## config.mk

```make
export PLATFORM = sky130hd
export DESIGN_NAME = pwm_duty_meter
export DESIGN_NICKNAME = d
export VERILOG_FILES = /design/src/rtl/pwm_duty_meter_pkg.sv /design/src/rtl/pwm_duty_meter_div.sv /design/src/rtl/pwm_duty_meter.sv
export SDC_FILE = /design/constraint.sdc
export NUM_CORES = 1
export LEC_CHECK = 0
export CELL_PAD_IN_SITES_DETAIL_PLACEMENT = 1
export CELL_PAD_IN_SITES_GLOBAL_PLACEMENT = 1
export CORE_MARGIN = 5
export CORE_UTILIZATION = 49
export CTS_BUF_LIST = sky130_fd_sc_hd__clkbuf_8
export CTS_CLUSTER_DIAMETER = 50
export DETAILED_ROUTE_END_ITERATION = 7
export PLACE_DENSITY = 0.95
export SYNTH_ARGS = -nofsm -noshare
export SYNTH_HDL_FRONTEND = slang
export SYNTH_HIERARCHICAL = 1
export SYNTH_SLANG_ARGS = --single-unit
```

## constraint.sdc

```tcl
create_clock -name clk -period 3.9 [get_ports clk]
set_input_delay 0.78 -clock clk [delete_from_list [all_inputs] [get_ports clk]]
set_output_delay 0.78 -clock clk [all_outputs]
set_load 0.02 [all_outputs]
```

## src/rtl/pwm_duty_meter_pkg.sv

```systemverilog
// Shared definitions for the PWM duty meter.
//   PCT_FULL  : full-scale duty in percent
//   CNT_W_DEF : default width of the period / high-time counters
//   state_e   : measurement FSM states
package pwm_duty_meter_pkg;

  localparam int unsigned PCT_FULL  = 100;
  localparam int unsigned CNT_W_DEF = 24;

  typedef enum logic [1:0] {
    ST_IDLE    = 2'd0,
    ST_ARMED   = 2'd1,
    ST_MEASURE = 2'd2,
    ST_DIVIDE  = 2'd3
  } state_e;

endpackage

```

## src/rtl/pwm_duty_meter_div.sv

```systemverilog
// Sequential restoring divider, one quotient bit per clock.
//   clk, rstp : clock, synchronous active-high reset
//   start     : load num/den and begin (ignored while abort is high)
//   abort     : drop any division in progress, no done pulse
//   num, den  : dividend (NUM_W bits), divisor (DEN_W bits, must be non-zero)
//   quo       : quotient, valid while done is high and held afterwards
//   done      : one-cycle pulse, NUM_W+1 cycles after the start cycle
module pwm_duty_meter_div #(
  parameter int unsigned NUM_W = 31,
  parameter int unsigned DEN_W = 24
) (
  input  logic             clk,
  input  logic             rstp,
  input  logic             start,
  input  logic             abort,
  input  logic [NUM_W-1:0] num,
  input  logic [DEN_W-1:0] den,
  output logic [NUM_W-1:0] quo,
  output logic             done
);

  localparam int unsigned IT_W = $clog2(NUM_W + 1);

  logic [DEN_W-1:0] rem_q, rem_d;
  logic [NUM_W-1:0] quo_q, quo_d;
  logic [DEN_W-1:0] den_q, den_d;
  logic [IT_W-1:0]  cnt_q, cnt_d;
  logic             run_q, run_d;
  logic             done_q, done_d;
  logic [DEN_W:0]   trial;
  logic [DEN_W:0]   diff;
  logic             ge;

  always_comb begin
    // quo_q shifts the dividend out of its top while quotient bits enter at the bottom
    trial = {rem_q, quo_q[NUM_W-1]};
    diff  = trial - {1'b0, den_q};
    // rem < den keeps trial < 2*den, so the top bit of diff is a clean borrow flag
    ge    = ~diff[DEN_W];

    rem_d  = rem_q;
    quo_d  = quo_q;
    den_d  = den_q;
    cnt_d  = cnt_q;
    run_d  = run_q;
    done_d = 1'b0;

    if (abort) begin
      run_d = 1'b0;
    end else if (start) begin
      rem_d = '0;
      quo_d = num;
      den_d = den;
      cnt_d = IT_W'(NUM_W);
      run_d = 1'b1;
    end else if (run_q) begin
      rem_d = ge ? diff[DEN_W-1:0] : trial[DEN_W-1:0];
      quo_d = {quo_q[NUM_W-2:0], ge};
      cnt_d = cnt_q - IT_W'(1);
      if (cnt_q == IT_W'(1)) begin
        run_d  = 1'b0;
        done_d = 1'b1;
      end
    end
  end

  always_ff @(posedge clk) begin
    if (rstp) begin
      rem_q  <= '0;
      quo_q  <= '0;
      den_q  <= '0;
      cnt_q  <= '0;
      run_q  <= 1'b0;
      done_q <= 1'b0;
    end else begin
      rem_q  <= rem_d;
      quo_q  <= quo_d;
      den_q  <= den_d;
      cnt_q  <= cnt_d;
      run_q  <= run_d;
      done_q <= done_d;
    end
  end

  assign quo  = quo_q;
  assign done = done_q;

endmodule

```

## src/rtl/pwm_duty_meter.sv

```systemverilog
// PWM duty-cycle meter: measures rise-to-rise period and high time of an
// asynchronous PWM input and reports duty in integer percent (floor).
//   clk, rstp  : system clock, synchronous active-high reset
//   pwm_in     : asynchronous PWM input
//   duty       : last measured duty, 0..100 percent
//   duty_valid : one-cycle pulse when duty/period update
//   period     : last measured period in clk cycles
//   busy       : divider running
//   overrun    : one-cycle pulse when a completed period is dropped
//   no_signal  : high while the input is static (timeout reached)
module pwm_duty_meter
  import pwm_duty_meter_pkg::*;
#(
  parameter int unsigned CNT_W       = CNT_W_DEF,
  parameter int unsigned TIMEOUT_CYC = 2500000,
  parameter int unsigned NUM_W       = CNT_W + 7
) (
  input  logic             clk,
  input  logic             rstp,
  input  logic             pwm_in,
  output logic [7:0]       duty,
  output logic             duty_valid,
  output logic [CNT_W-1:0] period,
  output logic             busy,
  output logic             overrun,
  output logic             no_signal
);

  logic             sync_meta_q, sync_meta_d;
  logic             pwm_s_q, pwm_s_d;
  logic             pwm_prev_q, pwm_prev_d;
  logic [CNT_W-1:0] period_cnt_q, period_cnt_d;
  logic [CNT_W-1:0] high_cnt_q, high_cnt_d;
  logic [CNT_W-1:0] den_q, den_d;
  state_e           state_q, state_d;
  logic [7:0]       duty_q, duty_d;
  logic             duty_valid_q, duty_valid_d;
  logic [CNT_W-1:0] period_q, period_d;
  logic             busy_q, busy_d;
  logic             overrun_q, overrun_d;
  logic             no_signal_q, no_signal_d;

  logic             rise;
  logic             to_hit;
  logic             div_start;
  logic [NUM_W-1:0] high_ext;
  logic [NUM_W-1:0] num100;
  logic [NUM_W-1:0] div_quo;
  logic             div_done;

  pwm_duty_meter_div #(
    .NUM_W (NUM_W),
    .DEN_W (CNT_W)
  ) seq_divider_u (
    .clk   (clk),
    .rstp  (rstp),
    .start (div_start),
    .abort (to_hit),
    .num   (num100),
    .den   (period_cnt_q),
    .quo   (div_quo),
    .done  (div_done)
  );

  always_comb begin
    sync_meta_d = pwm_in;
    pwm_s_d     = sync_meta_q;
    pwm_prev_d  = pwm_s_q;
    rise        = pwm_s_q & ~pwm_prev_q;

    // high*100 = high*64 + high*32 + high*4
    high_ext = NUM_W'(high_cnt_q);
    num100   = (high_ext << 6) + (high_ext << 5) + (high_ext << 2);

    // The counter saturates past TIMEOUT_CYC, so equality fires once per static
    // stretch; no_signal stops a repeat while idle after a timeout.
    to_hit = (period_cnt_q == CNT_W'(TIMEOUT_CYC)) && !rise &&
             ((state_q != ST_IDLE) || !no_signal_q);

    if (rise) begin
      period_cnt_d = CNT_W'(1);
      high_cnt_d   = CNT_W'(1);
    end else begin
      period_cnt_d = (period_cnt_q == '1) ? period_cnt_q : period_cnt_q + CNT_W'(1);
      high_cnt_d   = (pwm_s_q && high_cnt_q != '1) ? high_cnt_q + CNT_W'(1) : high_cnt_q;
    end

    div_start    = 1'b0;
    state_d      = state_q;
    den_d        = den_q;
    duty_d       = duty_q;
    duty_valid_d = 1'b0;
    period_d     = period_q;
    overrun_d    = 1'b0;
    no_signal_d  = no_signal_q;

    if (to_hit) begin
      duty_d       = pwm_s_q ? 8'(PCT_FULL) : '0;
      duty_valid_d = 1'b1;
      no_signal_d  = 1'b1;
      state_d      = ST_IDLE;
    end else begin
      case (state_q)
        ST_IDLE: begin
          if (rise) begin
            state_d     = ST_ARMED;
            no_signal_d = 1'b0;
          end
        end
        ST_ARMED, ST_MEASURE: begin
          if (rise) begin
            div_start = 1'b1;
            den_d     = period_cnt_q;
            state_d   = ST_DIVIDE;
          end
        end
        ST_DIVIDE: begin
          if (rise) overrun_d = 1'b1;
          if (div_done) begin
            duty_d       = (div_quo > NUM_W'(PCT_FULL)) ? 8'(PCT_FULL) : div_quo[7:0];
            period_d     = den_q;
            duty_valid_d = 1'b1;
            state_d      = ST_MEASURE;
          end
        end
        default: state_d = ST_IDLE;
      endcase
    end

    busy_d = (state_d == ST_DIVIDE);
  end

  always_ff @(posedge clk) begin
    if (rstp) begin
      sync_meta_q  <= 1'b0;
      pwm_s_q      <= 1'b0;
      pwm_prev_q   <= 1'b0;
      period_cnt_q <= '0;
      high_cnt_q   <= '0;
      den_q        <= '0;
      state_q      <= ST_IDLE;
      duty_q       <= '0;
      duty_valid_q <= 1'b0;
      period_q     <= '0;
      busy_q       <= 1'b0;
      overrun_q    <= 1'b0;
      no_signal_q  <= 1'b0;
    end else begin
      sync_meta_q  <= sync_meta_d;
      pwm_s_q      <= pwm_s_d;
      pwm_prev_q   <= pwm_prev_d;
      period_cnt_q <= period_cnt_d;
      high_cnt_q   <= high_cnt_d;
      den_q        <= den_d;
      state_q      <= state_d;
      duty_q       <= duty_d;
      duty_valid_q <= duty_valid_d;
      period_q     <= period_d;
      busy_q       <= busy_d;
      overrun_q    <= overrun_d;
      no_signal_q  <= no_signal_d;
    end
  end

  assign duty       = duty_q;
  assign duty_valid = duty_valid_q;
  assign period     = period_q;
  assign busy       = busy_q;
  assign overrun    = overrun_q;
  assign no_signal  = no_signal_q;

endmodule

```

==> flow_summary.ini, run 1 <==
[global_route]
grt_overflow = 0
antenna_found_initial = 0
grt_max_degree = 75
use_met1_pct = 30.55
grt_pass1_wl_um = 60040
top_usage_layer = met2
grt_usage_pct = 27.40
met2_usage_pct = 51.74
use_met3_pct = 3.718
grt_pass1_vias = 11840

[place]
post-place-ws_ns = 0.4328
gp_congestion = 0.8747
numPortBuffers = 38
dp_hpwl_um = 25760

[layout]
drive_gt1_share_pct = 4.848
final_common_cell = nand2_1
nets = 1575
final_cell_mix = nand2_1 (241), dfxtp_1 (199), nor2_1 (175)
diodes = 0
area_growth_pct = 9.174

[route]
drt_iter0_drc = 831
drt_first_pass_iters = 5
viasPerCell = 6.048
wl_um = 36560
via_count = 10910
drt-wirelength-per-cell_um = 20.26
drc = 0
final_antenna_net_count = 0

[synthesis]
mappedNetlistArea_um2 = 11690
synth_xor_xnor_area_share_pct = 5.770
synth_mux_area_share_pct = 1.370
yosysWarnings = 6
syn_inst = 1470
synth_compound_area_share_pct = 17.64
syn_area_per_cell_um2 = 7.952
async_reset_ff_share_pct = 0
ys_seq_area_share_pct = 34.08
synth-simple-area-share_pct = 24.59
synthFlopType = dfxtp_1
synth_top_family_by_area = simple AND/OR/NAND/NOR gates
ys_types = 74
synthAdderAreaFrac_pct = 12.12
synth-seq-cells = 199
synth_edf_count = 0

[floorplan]
die_w_um = 164.5
initial_core_util_pct = 49.80
rows = 56
die_h_um = 164.5
dieArea_um2 = 27040
io_pins = 39
core_area_um2 = 23470

[status]
status = completed

[pwr]
power.density_nw_per_um2 = 288.6
sw_frac_of_total_pct = 29.06
power_frac_clock_pct = 39.6
peakVddDrop_mv = 0.2738
p_int_mw = 2.612
combPwrFrac_pct = 4.1
p_seq_share_pct = 56.3
switching_power_mw = 1.070
power_leakage_nw = 4.841

[worst_setup_path]
startpoint_type = register
cp.arrival_ns = 3.97
crit_type = register to register
path_cells = fa_1, ha_1, a21oi_1, o21ai_0, o21ai_0, a31oi_1, a31oi_1, xnor2_1, mux2i_1, a211oi_1
cpPeakStageDelay_ns = 0.62
end_kind = register
cp.required_ns = 4.31
worstPathMaxFanout = 6
worst_path_max_delay_cell = dfxtp_1

[clock_tree]
cts_resized = 0
clk-insertion-delay-late_ns = 0.51
cts_sinks = 199
ctsHoldBuffers = 0
cts_max_path_buffers = 2
cts_root_buffer = clkbuf_8
cts_setup_buffers = 0
clk_pin_slew_ns = 0.14
cts_tree = done
ctsHtreeMaxLevel = 4
cts_buffers = 17

[timing]
setup_tns_ns = 0
rsz0062_at_grt = no
setup_slack_ns = 0.3388
finalHoldViolations = 0
finalSetupViolCount = 0
slew_headroom_pct = 44.83
slew_violations = 0
max_freq_ghz = 0.2808
finalClockSkew_ns = 0.02597
min_period_ns = 3.561
period_share_pct = 91.31
worstMarginPinSlew_ns = 0.8276

[hold_path]
min_path_type = register to register

[flow_run]
cap_violations = 0
worst max-delay path: cells and delay by family, from the launching register on:
kind	cells	cell delay (ns)
AO/OA/AOI/OAI	6	1.66
adder cells (fa/ha/maj)	2	0.93
flip-flops	1	0.62
XOR/XNOR	1	0.16
multiplexers	1	0.10
final timing paths:
kind / from / end / slack, ns / cells past startpoint
max: high_cnt_q[10] / seq_divider_u/quo[29] / 0.34 / 10
min: period[12] / period[12] / 0.46 / 2
max reg2reg: high_cnt_q[10] / seq_divider_u/quo[29] / 0.34 / 10
min reg2reg: period[12] / period[12] / 0.46 / 2
final cells by class:
type	count	area, µm²
clock buffers	17	234.0
clock inverters	15	205.2
fillers	2840	10710
inverters	51	191.4
multi-input cells	1143	7204
flip-flops and latches	199	3984
well taps	319	399.1
repair buffers	60	543.0
state kept, by name, indices dropped and copies added (netlist names), 2 cells and up:
register / count
period_cnt_q: 24
den_q: 24
seq_divider_u/rem_q: 24
seq_divider_u/quo: 31
seq_divider_u/cnt_q: 5
high_cnt_q: 24
seq_divider_u/den_q: 24
state_q: 2
period: 24
duty: 8
power groups by stage:
stage          Combinational [mW]  Clock (mW)  Sequential (mW)
5_1_grt                     0.167        1.55             2.08
3_3_place_gp                0.136           0             2.12
2_1_floorplan               0.107           0             2.11
3_5_place_dp                0.145           0             2.12
6_report                    0.151        1.46             2.07
4_1_cts                     0.149        1.48             2.07
Yosys cell counts (4+ instances only):
cell type	instances	area, µm²
ha_1	78	975.9
nor2b_1	31	193.9
nand4_1	22	137.6
a311oi_1	4	35.03
xor2_1	43	376.6
a31oi_1	4	25.02
mux2i_1	16	160.2
o211ai_1	23	172.7
nor3b_1	6	45.04
a22oi_1	4	30.03
xnor2_1	34	297.8
fa_1	22	440.4
nand2_1	241	904.6
inv_1	49	183.9
a221o_1	13	130.1
nand3_1	24	120.1
dfxtp_1	199	3984
nor4_1	8	50.05
o21ai_0	34	170.2
a21o_1	11	82.58
or3_1	12	75.07
clkbuf_1	67	251.5
a211oi_1	23	172.7
nor3_1	54	270.3
nor2_1	176	660.6
nand2b_1	16	100.1
and2_1	6	37.54
nor4b_1	6	52.55
a21oi_1	153	765.7
buf_1	4	15.01
o21ai_1	9	45.04
o21a_1	8	60.06
and3_1	6	37.54
kinds of logic (layout without fill, tap and decap cells):
family / after synthesis / after routing
buffers and inverters: 129 / 143
and+or+nand+nor: 625 / 625
other: 1 / 2
AOI/OAI and AO/OA: 323 / 323
xor gates and xnor gates: 77 / 77
muxes: 16 / 16
DFF: 199 / 199
adders and majority gates: 100 / 100
routing by layer:
metal / part of all wire, % / vias to the layer above
met2: 53 / 303
li1: - / 5091
met1: 40 / 5416
met3: 3.0 / 100
met4: 3.5 / 0
met5: 0 / -
metrics by stage:
stage	std cells	hold WS, ns	power, mW	utilization (%)	area (µm²)
finish	1804	0.4602	3.682	54.37	12760
global placement	1772	0.4249	2.252	52.49	12320
CTS	1804	0.4657	3.700	54.37	12760
detailed placement	1772	0.4505	2.263	52.49	12320
global route	1804	0.4867	3.798	54.37	12760
floorplan	1471	0.4138	2.217	-	11690
Power figures use the tool's default switching activity.
==> inputs of run 2 (changes only) <==
--- a/config.mk
+++ b/config.mk
@@ -5,6 +5,7 @@
 export SDC_FILE = /design/constraint.sdc
 export NUM_CORES = 1
 export LEC_CHECK = 0
+export CAP_MARGIN = 20
 export CELL_PAD_IN_SITES_DETAIL_PLACEMENT = 1
 export CELL_PAD_IN_SITES_GLOBAL_PLACEMENT = 1
 export CORE_MARGIN = 5
==> results of run 2 <==
The final DEF is identical to that of run 1; final timing and power are the same.
==> inputs of run 3 (changes only) <==
--- a/config.mk
+++ b/config.mk
@@ -14,6 +14,7 @@
 export CTS_CLUSTER_DIAMETER = 50
 export DETAILED_ROUTE_END_ITERATION = 7
 export PLACE_DENSITY = 0.95
+export RECOVER_POWER = 100
 export SYNTH_ARGS = -nofsm -noshare
 export SYNTH_HDL_FRONTEND = slang
 export SYNTH_HIERARCHICAL = 1
==> constraint.sdc (replaced) <==
create_clock -name clk -period 4 [get_ports clk]
set_input_delay 0.8 -clock clk [delete_from_list [all_inputs] [get_ports clk]]
set_output_delay 0.8 -clock clk [all_outputs]
set_load 0.02 [all_outputs]
==> run 3 against run 2 <==
The flow now finishes with violations (max-capacitance violations, max-slew violations). Worst hold slack improved by 0.0013 ns. Global-route usage barely moved. Sequential power fell by 2%. Clock-buffer cell count did not move. Cell count fell by 0.33%. Maximum frequency fell by 2.0%. Clock skew fell by 0.0019 ns. Clock power fell by 3%. Utilization fell by 0.44 points. Sequential share of layout area rose by 0.25 points. Largest cell class unchanged.
==> flow_summary.ini, run 3 (synthesis gave the netlist of run 1 again) <==
[global_route]
antenna_found_initial = 0
met2_usage_pct = 50.21
use_met3_pct = 3.544
use_met1_pct = 31.29
grt_pass1_wl_um = 60180
grt_pass1_vias = 11910
grt_usage_pct = 27.40
grt_overflow = 0
grt_max_degree = 55
top_usage_layer = met2

[floorplan]
initial_core_util_pct = 49.80
rows = 56
dieArea_um2 = 27040
die_w_um = 164.5
core_area_um2 = 23470
die_h_um = 164.5
io_pins = 39

[worst_setup_path]
cpPeakStageDelay_ns = 0.57
cp.arrival_ns = 4.02
critPathBufInv = 1
crit_type = register to register
end_kind = register
path_cells = inv_1, ha_1, fa_1, nand2b_1, a21o_1, a31o_4, a21oi_2, o2111ai_1, nand2_1, o21ai_1, or2_1, a221o_1
startpoint_type = register
worst_path_max_delay_cell = or2_1
worstPathMaxFanout = 23
critPathTopFamily = compound AO/OA/AOI/OAI gates
cp.required_ns = 4.39

[place]
dp_hpwl_um = 24990
gp_congestion = 0.8801
place_inst = 1766
post-place-ws_ns = 0.4970
place_area_um2 = 12280
numPortBuffers = 38

[layout]
drive_gt1_share_pct = 3.786
nets = 1569
diodes = 0
largest_reg_flops = 31
final_cell_mix = nand2_1 (242), dfxtp_1 (199), nor2_1 (176)
area_growth_pct = 8.296
fin_area_um2 = 12660
final_common_cell = nand2_1
final_util_pct = 53.93
finish.cell_count_without_fillers = 1798

[clock_tree]
cts_max_path_buffers = 2
cts_tree = done
ctsHoldBuffers = 0
cts_sinks = 199
clk-insertion-delay-late_ns = 0.50
cts_buffers = 17
cts_resized = 0
ctsHtreeMaxLevel = 4
cts_setup_buffers = 0
cts_root_buffer = clkbuf_8
clk_pin_slew_ns = 0.13

[pwr]
power.density_nw_per_um2 = 283.5
power_leakage_nw = 4.921
peakVddDrop_mv = 0.1767
total_power_mw = 3.589

[timing]
setup_tns_ns = 0
min_period_ns = 3.634
slew_violations = 81
max_freq_ghz = 0.2752
setup_slack_ns = 0.3659
finalSetupViolCount = 0
rsz0062_at_grt = no
finalClockSkew_ns = 0.02402
finalHoldViolations = 0
hold_ws_ns = 0.4615
period_share_pct = 90.85
worstMarginPinSlew_ns = 1.888
slew_headroom_pct = -25.88

[status]
violations = max-capacitance violations, max-slew violations
status = finished with violations

[route]
via_count = 10910
final_antenna_net_count = 0
drc = 0
drt_first_pass_iters = 5
viasPerCell = 6.065
drt-wirelength-per-cell_um = 20.16
wl_um = 36250
drt_iter0_drc = 869

[hold_path]
min_path_type = register to register

[flow_run]
cap_violations = 2
## run 3: report_power, final
part | internal (mW) | switching [mW] | leakage (nW)
sequential | 2.00 | 0.0236 | 1.60
combinational | 0.0410 | 0.103 | 3.10
clock | 0.506 | 0.917 | 0.220
total | 2.55 | 1.04 | 4.92
## run 3: area by class of cell
type / count / area (µm²)
flip-flops and latches: 199 / 3984
clock inverters: 15 / 210.2
inverters: 51 / 191.4
repair buffers: 54 / 467.9
well taps: 319 / 399.1
fillers: 2844 / 10810
clock buffers: 17 / 234.0
multi-input cells: 1143 / 7172
## run 3: final timing paths
kind / start / endpoint / slack (ns) / cells past startpoint
worst min register to register: period[18] / period[18] / 0.46 / 2
worst max-delay path: seq_divider_u/quo[30] / seq_divider_u/rem_q[2] / 0.37 / 12
worst min-delay path: period[18] / period[18] / 0.46 / 2
worst max register to register: seq_divider_u/quo[30] / seq_divider_u/rem_q[2] / 0.37 / 12
## run 3: worst reg2reg max path: cells and delay by family, from the launching register on
family,cells,cell delay [ns]
AO/OA/AOI/OAI,6,1.49
adder cells (fa/ha/maj),2,0.62
buffers and inverters,1,0.06
flip-flops,1,0.40
AND/OR/NAND/NOR,3,0.96
## run 3: metal layers
layer  vias up  wire length (µm)
met3       123              1199
li1       5067                 -
met1      5416             14420
met4         0              1548
met5         -                 0
met2       299             19080
